[src/rtl/unidade_controle.sv]
// Fetch/decode/execute sequencer feeding the ULA: holds a 16x8 program/data RAM,
// steps through it three cycles per instruction and drives the ULA bus/enables.
module unidade_controle #(
    parameter int unsigned LARGURA_DADOS = 8,
    parameter int unsigned LARGURA_END   = 4
) (
    input  logic                     Clock,
    input  logic                     Resetn,
    input  logic                     Iniciar,
    input  logic                     ProgEnable,
    input  logic [LARGURA_END-1:0]   ProgEndereco,
    input  logic [LARGURA_DADOS-1:0] ProgDado,
    input  logic                     Zero,
    output logic [LARGURA_DADOS-1:0] barramentoDados,
    output logic                     RegEnable,
    output logic [2:0]               UlaOp,
    output logic                     SaidaEnable,
    output logic [LARGURA_END-1:0]   PC,
    output logic [2:0]               Estado,
    output logic                     Parado
);

    localparam int unsigned PROFUNDIDADE = 2 ** LARGURA_END;

    localparam logic [3:0] OP_LOAD = 4'h1;
    localparam logic [3:0] OP_ADD  = 4'h2;
    localparam logic [3:0] OP_SUB  = 4'h3;
    localparam logic [3:0] OP_AND  = 4'h4;
    localparam logic [3:0] OP_OR   = 4'h5;
    localparam logic [3:0] OP_OUT  = 4'h6;
    localparam logic [3:0] OP_JMP  = 4'h7;
    localparam logic [3:0] OP_JZ   = 4'h8;
    localparam logic [3:0] OP_HALT = 4'hF;

    typedef enum logic [2:0] {
        IDLE    = 3'd0,
        FETCH   = 3'd1,
        DECODE  = 3'd2,
        EXECUTE = 3'd3,
        HALT    = 3'd4
    } estado_t;

    estado_t                  estado;
    logic [LARGURA_DADOS-1:0] IR;
    logic [LARGURA_DADOS-1:0] mem [PROFUNDIDADE];
    logic [3:0]               opcode;
    logic [LARGURA_END-1:0]   endA;
    logic                     parado;

    assign opcode = IR[LARGURA_DADOS-1 -: 4];
    assign endA   = IR[LARGURA_END-1:0];
    assign Estado = estado;
    assign parado = (estado == IDLE) || (estado == HALT);

    // Program loading is only possible while the sequencer is stopped.
    always_ff @(posedge Clock) begin
        if (ProgEnable && parado) begin
            mem[ProgEndereco] <= ProgDado;
        end
    end

    // Sequencer; ULA controls are set entering EXECUTE and cleared leaving it.
    always_ff @(posedge Clock or negedge Resetn) begin
        if (!Resetn) begin
            estado          <= IDLE;
            PC              <= '0;
            IR              <= '0;
            barramentoDados <= '0;
            RegEnable       <= 1'b0;
            UlaOp           <= '0;
            SaidaEnable     <= 1'b0;
            Parado          <= 1'b0;
        end else begin
            case (estado)
                IDLE: begin
                    if (Iniciar) begin
                        estado <= FETCH;
                        PC     <= '0;
                    end
                end
                FETCH: begin
                    IR     <= mem[PC];
                    estado <= DECODE;
                end
                DECODE: begin
                    if (opcode == OP_HALT) begin
                        estado <= HALT;
                        Parado <= 1'b1;
                    end else begin
                        estado <= EXECUTE;
                        case (opcode)
                            OP_LOAD, OP_ADD, OP_SUB, OP_AND, OP_OR: begin
                                RegEnable       <= 1'b1;
                                UlaOp           <= 3'(opcode - 4'd1);
                                barramentoDados <= mem[endA];
                            end
                            OP_OUT: begin
                                SaidaEnable <= 1'b1;
                            end
                            default: begin
                            end
                        endcase
                    end
                end
                EXECUTE: begin
                    RegEnable   <= 1'b0;
                    SaidaEnable <= 1'b0;
                    UlaOp       <= '0;
                    estado      <= FETCH;
                    if ((opcode == OP_JMP) || ((opcode == OP_JZ) && Zero)) begin
                        PC <= endA;
                    end else begin
                        PC <= PC + LARGURA_END'(1);
                    end
                end
                HALT: begin
                    if (Iniciar) begin
                        estado <= FETCH;
                        PC     <= '0;
                        Parado <= 1'b0;
                    end
                end
                default: begin
                    estado <= IDLE;
                end
            endcase
        end
    end

endmodule

[config.mk]
export PLATFORM = sky130hd
export DESIGN_NAME = unidade_controle
export DESIGN_NICKNAME = d
export VERILOG_FILES = /design/src/rtl/unidade_controle.sv
export SDC_FILE = /design/constraint.sdc
export NUM_CORES = 1
export LEC_CHECK = 0
export ABC_AREA = 1
export CORE_MARGIN = 5
export CORE_UTILIZATION = 60
export CTS_BUF_LIST = sky130_fd_sc_hd__clkbuf_8 sky130_fd_sc_hd__clkbuf_16
export DETAILED_ROUTE_END_ITERATION = 16
export PLACE_DENSITY = 0.79
export SLEW_MARGIN = 20
export SYNTH_ARGS = -nofsm -noshare
export SYNTH_HDL_FRONTEND = slang
export SYNTH_SLANG_ARGS = --single-unit
[constraint.sdc]
create_clock -name Clock -period 2.55 [get_ports Clock]
set_input_delay 0.3825 -clock Clock [delete_from_list [all_inputs] [get_ports Clock]]
set_output_delay 0.3825 -clock Clock [all_outputs]
set_load 0.02 [all_outputs]
Word level (Yosys, flattened, before mapping). Memories as Yosys holds them, arrays and structs flattened. A register that Yosys moved wholly into a read port is not among the register bits. Cells that the tools add are included.

Add/sub/neg operators: 2. Equality and inequality tests: 19. Mux-type cells: 20. Bitwise operators: 1. Reduce and logical (&&, ||, !) cells: 17.

Operators by type and width (number): $eq 4x3->1 const B (4); $mux 3 (4); $pmux 3 s4 (1); $reduce_and 3->1 (4); $eq 4x2->1 const B (2); $eq 4x4->1 const B (2); $mux 1 (8); $mux 4 (2); $ne 2x2->1 const B (4); $pmux 4 s2 (1); $eq 3x2->1 const B (2); $pmux 1 s2 (3); $pmux 3 s2 (1); $reduce_bool 2->1 (3); $reduce_or 5->1 (1); $add 4x1->4 const B (1); $eq 4x1->1 const B (1); $ne 2x1->1 const B (2); $eq 3x1->1 const B (1); $eq 3x3->1 const B (1); $logic_not 3->1 (1); $sub 3x1->3 const B (1); $logic_and 1x1->1 (2); $logic_not 1->1 (2); 4 further kinds (5).

Register bits after elaboration: 13. Bits in writable memories: 128. Bits of input ports: 17. Output and inout bits: 21. Memories kept: 1.

Memory list: mem (depth 16, bits a word 8, read ports 2, clocked after memory_dff 2, write ports 1, line 45) `logic [LARGURA_DADOS-1:0] mem [PROFUNDIDADE];`.

Depth between registers and ports, before layout.
Depth in word-level cells: 5. Gate-level depth with buffers: 11.

Worst setup path after synthesis. Ideal clock, no wire load.

Path type: register -> register. Start: reg estado[1], in the netlist Estado[1]. End: mem mem[11][0], enable pin. Setup time: 0.370 ns. Arrival time: 1.411 ns. Required time: 2.180 ns. Path slack: 0.769 ns. Cell stages (with the launch flop): 6. Clock period less this slack: 1.781 ns. Path through: dfrtp_1 -> nor2_1 -> inv_1 -> nor2_1 -> nand3_1 -> nor2_1.

Longest elaborated chain between the ends: 5.

RTL lines: start: declaration (line 43) `estado_t estado;`; start signal: assignment (line 65) `estado <= IDLE;`; start signal: assignment (line 77) `estado <= FETCH;`; start signal: assignment (line 83) `estado <= DECODE;`; $eq 3x3->1 or $logic_not 3->1 (tied branches) (line 53) `assign parado = (estado == IDLE) || (estado == HALT);`; $logic_or 1x1->1 * (line 53); $logic_and 1x1->1 * (line 57) `if (ProgEnable && parado) begin`; $mux 1 * (line 57); $mux 1 (implied by the code) * (line 58) `mem[ProgEndereco] <= ProgDado;`; end: declaration (line 45).

Every way passes the cells marked *; elsewhere a longest branch is shown, timed or not.

Worst setup path after layout.
Start: reg PC[0]. End: out PC[0].

RTL lines: start: declaration (line 18) `output logic [LARGURA_END-1:0] PC,`; start signal: assignment (line 111) `PC <= endA;`; start signal: assignment (line 113) `PC <= PC + LARGURA_END'(1);`.

No word-level cell between the ends.

==> impl_table.tex <==
\begin{tabular}{lr}
\hline
Metric & Value \\
\hline
\multicolumn{2}{l}{\textbf{Setup path}} \\
\quad Slowest stage cell, crit path & sky130\_fd\_sc\_hd\_\_clkdlybuf4s50\_1 \\
\quad Crit Path Max Fanout & 94 \\
\quad Kind of cell with the highest combined delay on the critical path & buffers and inverters \\
\quad Crit start category & flip-flop \\
\quad WP data required & 2170 ps \\
\quad Critical-path cell list & buf\_12 > clkdlybuf4s50\_1 \\
\quad Worst path buffer plus inverter count & 2 \\
\quad Endpoint type of the worst setup path & output port \\
\quad Startpoint-to-endpoint class of the critical path & flip-flop to output port \\
\quad Critical path data arrival time & 1820 ps \\
\quad Stage delay of the slowest cell on the critical path & 680 ps \\
\multicolumn{2}{l}{\textbf{Timing}} \\
\quad Fin crit period & 2200 ps \\
\quad Tightest slew margin relative to the limit & 45.8\% \\
\quad Share of the cycle needed by the critical path after routing & 86.3\% \\
\quad Final Hold Violating Endpoints & 0 \\
\quad Worst clock skew & between 7 and 8 ps \\
\quad Transition time of the tightest slew-check pin & 813 ps \\
\quad Worst hold slack & around 340 ps \\
\quad Final setup viols & 0 \\
\quad Number of pins exceeding their max-slew limit in the final report & 0 \\
\quad Sum Neg Setup Slack & 0 ps \\
\quad Max Clock Freq & 0.454 GHz \\
\quad Unrepaired setup endpoints after global routing & no \\
\multicolumn{2}{l}{\textbf{Clock network}} \\
\quad Setup Buffers After CTS & 0 \\
\quad Clock root buffer & sky130\_fd\_sc\_hd\_\_clkbuf\_16 \\
\quad H-tree lvl count & 4 \\
\quad CTS max path bufs & 2 \\
\quad Number of buffers added by the clock tree synthesis step & 17 \\
\quad Sink Count & roughly 160 \\
\quad CTS tree & built \\
\quad Clock transition at the register clock pins on the worst setup and hold paths after CTS & 60 ps \\
\quad Total of hold buffers inserted after clock tree synthesis & 0 \\
\quad Insertion delay of the later-clocked pin in the worst-skew pair & 430 ps \\
\quad Post-CTS resize count & 0 \\
\multicolumn{2}{l}{\textbf{Yosys}} \\
\quad Post-synth EDFFs & 128 \\
\quad Count of mapped cells out of synthesis & 964 \\
\quad Cell with the most instances after synthesis & sky130\_fd\_sc\_hd\_\_nand2\_1 \\
\quad Mapped Avg Cell Area & 8.37 um2 \\
\quad Cell types with the highest counts after synthesis & sky130\_fd\_sc\_hd\_\_nand2\_1, sky130\_fd\_sc\_hd\_\_nand3\_1, sky130\_fd\_sc\_hd\_\_inv\_1 \\
\quad Post-synthesis instance area & 0.00807 mm2 \\
\quad Synth warnings & 0 \\
\quad Proportion of netlist area held by the largest area contributor & 47.7\% \\
\quad Most used flip-flop cell after synthesis & sky130\_fd\_sc\_hd\_\_edfxtp\_1 \\
\quad Post-Syn Nets & 986 \\
\quad Async set-or-reset flop fraction in the synthesized netlist & 18.5\% \\
\quad Leading cell types by total area after synthesis & sky130\_fd\_sc\_hd\_\_edfxtp\_1, sky130\_fd\_sc\_hd\_\_nand2\_1, sky130\_fd\_sc\_hd\_\_nand3\_1, sky130\_fd\_sc\_hd\_\_dfrtp\_1, sky130\_fd\_sc\_hd\_\_inv\_1 \\
\quad Number of different library cells in the post-synthesis netlist & 25 \\
\quad Yosys reg bits & 157 \\
\quad Top cell type by total area after synthesis & sky130\_fd\_sc\_hd\_\_edfxtp\_1 \\
\quad Portion of the post-synthesis area used by sequential elements & around 57\% \\
\multicolumn{2}{l}{\textbf{Finish}} \\
\quad Final cell area excluding filler cells & 0.00929 mm2 \\
\quad Area taken by flip-flops and latches & 0.00457 mm2 \\
\quad Antenna fix cells & 0 \\
\quad Final non-filler cell total & 1,201 \\
\quad Total area of multi-input combinational cells & 0.00273 mm2 \\
\quad Relative area change from synthesis to final layout & 15.1\% \\
\quad Layout cell share with drive strength beyond 1 & 7.41\% \\
\quad Total number of nets in the final design & 1,034 \\
\quad Number of inserted filler cells in the final layout & roughly 1,000 \\
\multicolumn{2}{l}{\textbf{Routing}} \\
\quad WL final & 23,400 um \\
\quad DRC marker count from the first detailed-route iteration & about 1,200 \\
\quad Post-DR vias/cell & roughly 5.8 \\
\quad DR vias & 6,968 \\
\quad Average wire per standard cell & 19.5 um \\
\quad Drt pass-1 iters & 6 \\
\quad DRC violation count after routing & 0 \\
\quad Post-detailed-route count of antenna-violating nets & 0 \\
\multicolumn{2}{l}{\textbf{Die}} \\
\quad Row count & 42 \\
\quad Die extent in y & 126 um \\
\quad Die Area & roughly 0.016 mm2 \\
\quad Std-Cell Core Area & around 0.013 mm2 \\
\quad Initial standard-cell utilization of the core & between 60\% and 70\% \\
\quad Horizontal die dimension & 126 um \\
\quad Number of I/O pins & 38 \\
\multicolumn{2}{l}{\textbf{Run}} \\
\quad Max-cap violations & 0 \\
\multicolumn{2}{l}{\textbf{Power and ir drop}} \\
\quad Leakage Power & 4.21 nW \\
\quad P per Cell Area & 1060 mW/mm2 \\
\quad Overall power & 9.82 mW \\
\quad Worst IR Drop VDD & about 0.00068 V \\
\multicolumn{2}{l}{\textbf{Place}} \\
\quad Sum of net half-perimeters after detailed placement & between 15,000 and 20,000 um \\
\quad Dpl cell area & between 0.008 and 0.009 mm2 \\
\quad Number of placed instances with taps included & 1,169 \\
\quad Placer congestion estimate & 0.994 \\
\quad Port Buf Inserts & 37 \\
\multicolumn{2}{l}{\textbf{Run status}} \\
\quad Status & completed \\
\multicolumn{2}{l}{\textbf{Global route}} \\
\quad Initial antenna violation count & 0 \\
\quad Wire length of the first global-routing pass & 35,700 um \\
\quad GRT Util Overall & between 20\% and 30\% \\
\quad Number of global-route vias before repair & 6,379 \\
\quad Largest net degree at the start of global routing & 95 \\
\quad Grt total ovfl & 0 \\
\multicolumn{2}{l}{\textbf{Min path}} \\
\quad Worst Hold Class & primary input to asynchronous set/reset pin \\
\hline
\end{tabular}
## area by class of cell
| cell class | instances | share of cell area [%] |
|---|---|---|
| Sequential cell | 157 | 49.2 |
| Multi-Input combinational cell | 623 | 29.4 |
| Timing Repair Buffer | 77 | 7.49 |
| Inverter | 136 | 5.50 |
| Clock buffer | 20 | 5.27 |
| Tap cell | 176 | 2.37 |
| Clock inverter | 12 | 0.727 |
## flip-flops by register name (all words and copies together), names as in the netlist
name	count
mem	128
PC	4
UlaOp	3
barramentoDados	8
RegEnable	1
IR	8
Parado	1
SaidaEnable	1
Estado	3
## kinds of logic after synthesis
group | share of synthesized area (%)
AO/OA/AOI/OAI | 4.30
XOR/XNOR | 0.326
adder cells (fa/ha/maj) | 0.776
buffers and inverters | 9.48
flip-flops | 56.6
AND/OR/NAND/NOR | 28.5
## path summary, 6_finish.rpt
kind | start | end | slack [ps] | cells after the start
hold reg to reg | barramentoDados[0]$_DFFE_PN0P_ | barramentoDados[0]$_DFFE_PN0P_ | 480 | 2
max in group asynchronous | Resetn | IR[0]$_DFFE_PN0P_ | 1920 | 2
setup / recovery | PC[0]$_DFFE_PN0P_ | PC[0] | 350 | 2
hold / removal | Resetn | barramentoDados[7]$_DFFE_PN0P_ | 340 | 2
min in group Clock | barramentoDados[0]$_DFFE_PN0P_ | barramentoDados[0]$_DFFE_PN0P_ | 480 | 2
setup reg to reg | Estado[1]$_DFFE_PN0P_ | mem[1][0]$_DFFE_PP_ | 420 | 6
## where the power goes
part           switching (mW)  total [mW]  internal, mW
Sequential              0.156        3.16          3.00
Clock                   0.989        2.36          1.37
Combinational            2.97        4.30          1.33
## per-layer routing
layer	global-route usage, %	vias up	wire (um)
li1	-	3212	-
met1	38.8	3169	8830
met2	48.2	501	10900
met3	6.60	86	2580
met4	13.8	0	1080
met5	0	-	0
## placed cells by master (no fill, tap or decap), types with 2 or more instances in the layout
cell type,netlist,layout
sky130_fd_sc_hd__nand2_1,332,332
sky130_fd_sc_hd__nand3_1,174,174
sky130_fd_sc_hd__inv_4,0,2
sky130_fd_sc_hd__buf_4,4,38
sky130_fd_sc_hd__clkinv_1,2,2
sky130_fd_sc_hd__o21ai_0,37,37
sky130_fd_sc_hd__buf_12,0,2
sky130_fd_sc_hd__clkbuf_16,0,19
sky130_fd_sc_hd__a21oi_1,24,24
sky130_fd_sc_hd__edfxtp_1,128,128
sky130_fd_sc_hd__xnor2_1,2,2
sky130_fd_sc_hd__dfrtp_2,0,2
sky130_fd_sc_hd__inv_2,2,2
sky130_fd_sc_hd__inv_1,132,136
sky130_fd_sc_hd__clkinv_2,0,3
sky130_fd_sc_hd__o21ai_1,2,2
sky130_fd_sc_hd__dfrtp_1,29,27
sky130_fd_sc_hd__clkdlybuf4s50_1,0,37
sky130_fd_sc_hd__ha_1,5,5
sky130_fd_sc_hd__o22ai_1,4,4
sky130_fd_sc_hd__nor2_1,36,36
sky130_fd_sc_hd__nor2_2,2,2
## through the flow
step                utilization [%]  setup slack, ps
floorplan                         -              769
global placement               66.2              296
detailed placement             66.2              231
CTS                            70.4              316
global route                   70.4              210
finish                         70.4              348
Power figures use the tool's default switching activity.
==> RTL change, RTL diff (same settings) <==
Register the output `UlaOp` once more, with the module's reset; this adds one clock of latency there. The other outputs are not delayed to match.
--- a/src/rtl/unidade_controle.sv
+++ b/src/rtl/unidade_controle.sv
@@ -40,6 +40,8 @@
         HALT    = 3'd4
     } estado_t;
 
+    logic [2:0] UlaOp_s0;
+
     estado_t                  estado;
     logic [LARGURA_DADOS-1:0] IR;
     logic [LARGURA_DADOS-1:0] mem [PROFUNDIDADE];
@@ -67,7 +69,7 @@
             IR              <= '0;
             barramentoDados <= '0;
             RegEnable       <= 1'b0;
-            UlaOp           <= '0;
+            UlaOp_s0        <= '0;
             SaidaEnable     <= 1'b0;
             Parado          <= 1'b0;
         end else begin
@@ -91,7 +93,7 @@
                         case (opcode)
                             OP_LOAD, OP_ADD, OP_SUB, OP_AND, OP_OR: begin
                                 RegEnable       <= 1'b1;
-                                UlaOp           <= 3'(opcode - 4'd1);
+                                UlaOp_s0        <= 3'(opcode - 4'd1);
                                 barramentoDados <= mem[endA];
                             end
                             OP_OUT: begin
@@ -105,7 +107,7 @@
                 EXECUTE: begin
                     RegEnable   <= 1'b0;
                     SaidaEnable <= 1'b0;
-                    UlaOp       <= '0;
+                    UlaOp_s0    <= '0;
                     estado      <= FETCH;
                     if ((opcode == OP_JMP) || ((opcode == OP_JZ) && Zero)) begin
                         PC <= endA;
@@ -127,5 +129,13 @@
         end
     end
 
+    always_ff @(posedge Clock or negedge Resetn) begin
+        if (!Resetn) begin
+            UlaOp <= '0;
+        end else begin
+            UlaOp <= UlaOp_s0;
+        end
+    end
+
 endmodule
 
Behaviour: not the same (Yosys sat finds a counterexample within 4 cycles, from zero or initial values and one cycle with Resetn low).
==> RTL change against the original RTL <==
Sequential cell count up 3. Die area up 2.4%. Largest power group unchanged. Sequential power up 3%. Synthesized cell count up 3.4%. Wire length down 3.1%. Worst setup slack worse by 78 ps. Area after synthesis up 2.6%. Power up 4.7%. Final area up 2.6%.
==> RTL change: results (changes against the original RTL) <==
Pwr
  – Seq pwr: 3270 uW (+3%)
  – Cell internal pwr: 5870 uW (+2.9%)
  – Worst vdd ir: 0.614 mV (-9.5%)
  – Clk. pwr: 2530 uW (+7%)
  – Sw Pwr: 4410 uW (+7.2%)
  – Leakage: 0.00436 uW (+3.5%)

Drt
  – Initial DRC Count: 925 (-26%)
  – Wire length per cell: 18.4 um (-5.6%)
  – Routed vias: 7016 (+0.69%)
  – First drt pass iteration count: 7 (+1)

Critical path
  – Internal reg-to-reg setup slack: 640 ps (+220 ps)
  – Critical path origin: PC[1]
  – Critical R2R Launch: IR[0]
  – CP Data Arrival Time: 1900 ps (+80 ps)
  – CP endpoint: PC[1]
  – CP max FO: 35 (-63%)
  – Reg2Reg Depth: 8 (+2)
  – Reg-to-reg endpoint: barramentoDados[6]

Cells and area
  – Diodes inserted: 0 (unchanged)
  – Fin cells: 1233 (+2.7%)
  – Layout cells sized above 1: 8.93% (+1.5 points)
  – Fin nets: 1062 (+2.7%)

Status
  – Status: completed

Logic synthesis
  – Net Count, Synth: 1019 (+3.3%)
  – Post-synth top cells: nand2_1 (388), nand3_1 (204), edfxtp_1 (128)
  – Top cells by area, synth: edfxtp_1 (46%), nand2_1 (18%), nand3_1 (12%)
  – Synth Area in Compound Gates: 1.25% (-3.0 points)
  – Netlist cell types: 28 (+12%)
  – Synth Area in XOR/XNOR: 0.212% (-0.11 points)
  – Synth Area in Adders: 0.756% (-0.020 points)
  – Yosys warning count: 0 (unchanged)
  – Synth async-reset ratio: 20.0% (+1.5 points)
  – Mean Syn Cell Area: 8.30 sq um (-0.79%)
  – Sequential fraction of the synthesis area: 56.1% (-0.53 points)

Place
  – Worst slack at placement: 381 ps (+150 ps)
  – RD Place Congestion: 0.954 (-4.1%)
  – DP Cell Count: 1201 (+2.7%)
  – Hpwl dp: 15000 um (-0.73%)
  – Area after DPL: 8930 sq um (+2.3%)

GRT
  – First-pass GRT wire length: 35300 um (-1.3%)
  – Total track usage: 28.9% (-1.0 points)
  – Largest net degree at the start of global routing: 68 (-28%)
  – Vias in the first global route: 6371 (-0.13%)

CTS
  – Clock latency at the later pin of the worst-skew pair: approximately 440 ps
  – # H-tree levels: 4 (unchanged)
  – Clk buf depth: 2 (unchanged)
  – Post-CTS setup buffers: 0 (unchanged)
  – Cts repair resizes: 0 (unchanged)

Timing
  – Hold Worst Slack: 343 ps (-0.684 ps)
  – Slew Limit Headroom: 47.4% (+1.6 points)
  – Final clock skew: 7.82 ps (-0.0121 ps)
  – Crit share post-route: 89.4% (+3.1 points)

Min path
  – Worst hold path type: in -> async
-- RTL change: cell types whose count changed in the layout (fill, tap and decap cells not counted), moves of 5 or more --
cell / before / now
o21ai_0: 37 / 9
nand3_1: 174 / 204
nand2_1: 332 / 388
inv_6: 1 / 6
nand2_2: 0 / 12
nor2_1: 36 / 21
inv_1: 136 / 116
a21oi_1: 24 / 5
-- RTL change: layout make-up --
| cell class | count | area, sq um |
|---|---|---|
| sequential | 160 | 4650 |
| fill | 1075 | 4190 |
| multi-input combinational | 659 | 2890 |
| timing repair buffer | 76 | 701 |
| inverter | 126 | 473 |
| clock buffer | 17 | 425 |
| tap | 180 | 225 |
| clock inverter | 15 | 166 |
-- RTL change: layer usage --
metal | part of all wire, % | GRT usage [%] | vias up
met5 | 0 | 0 | -
met4 | 3.4 | 10.5 | 0
met3 | 12 | 7.53 | 63
met2 | 44 | 43.3 | 465
met1 | 41 | 40.8 | 3190
li1 | - | - | 3298
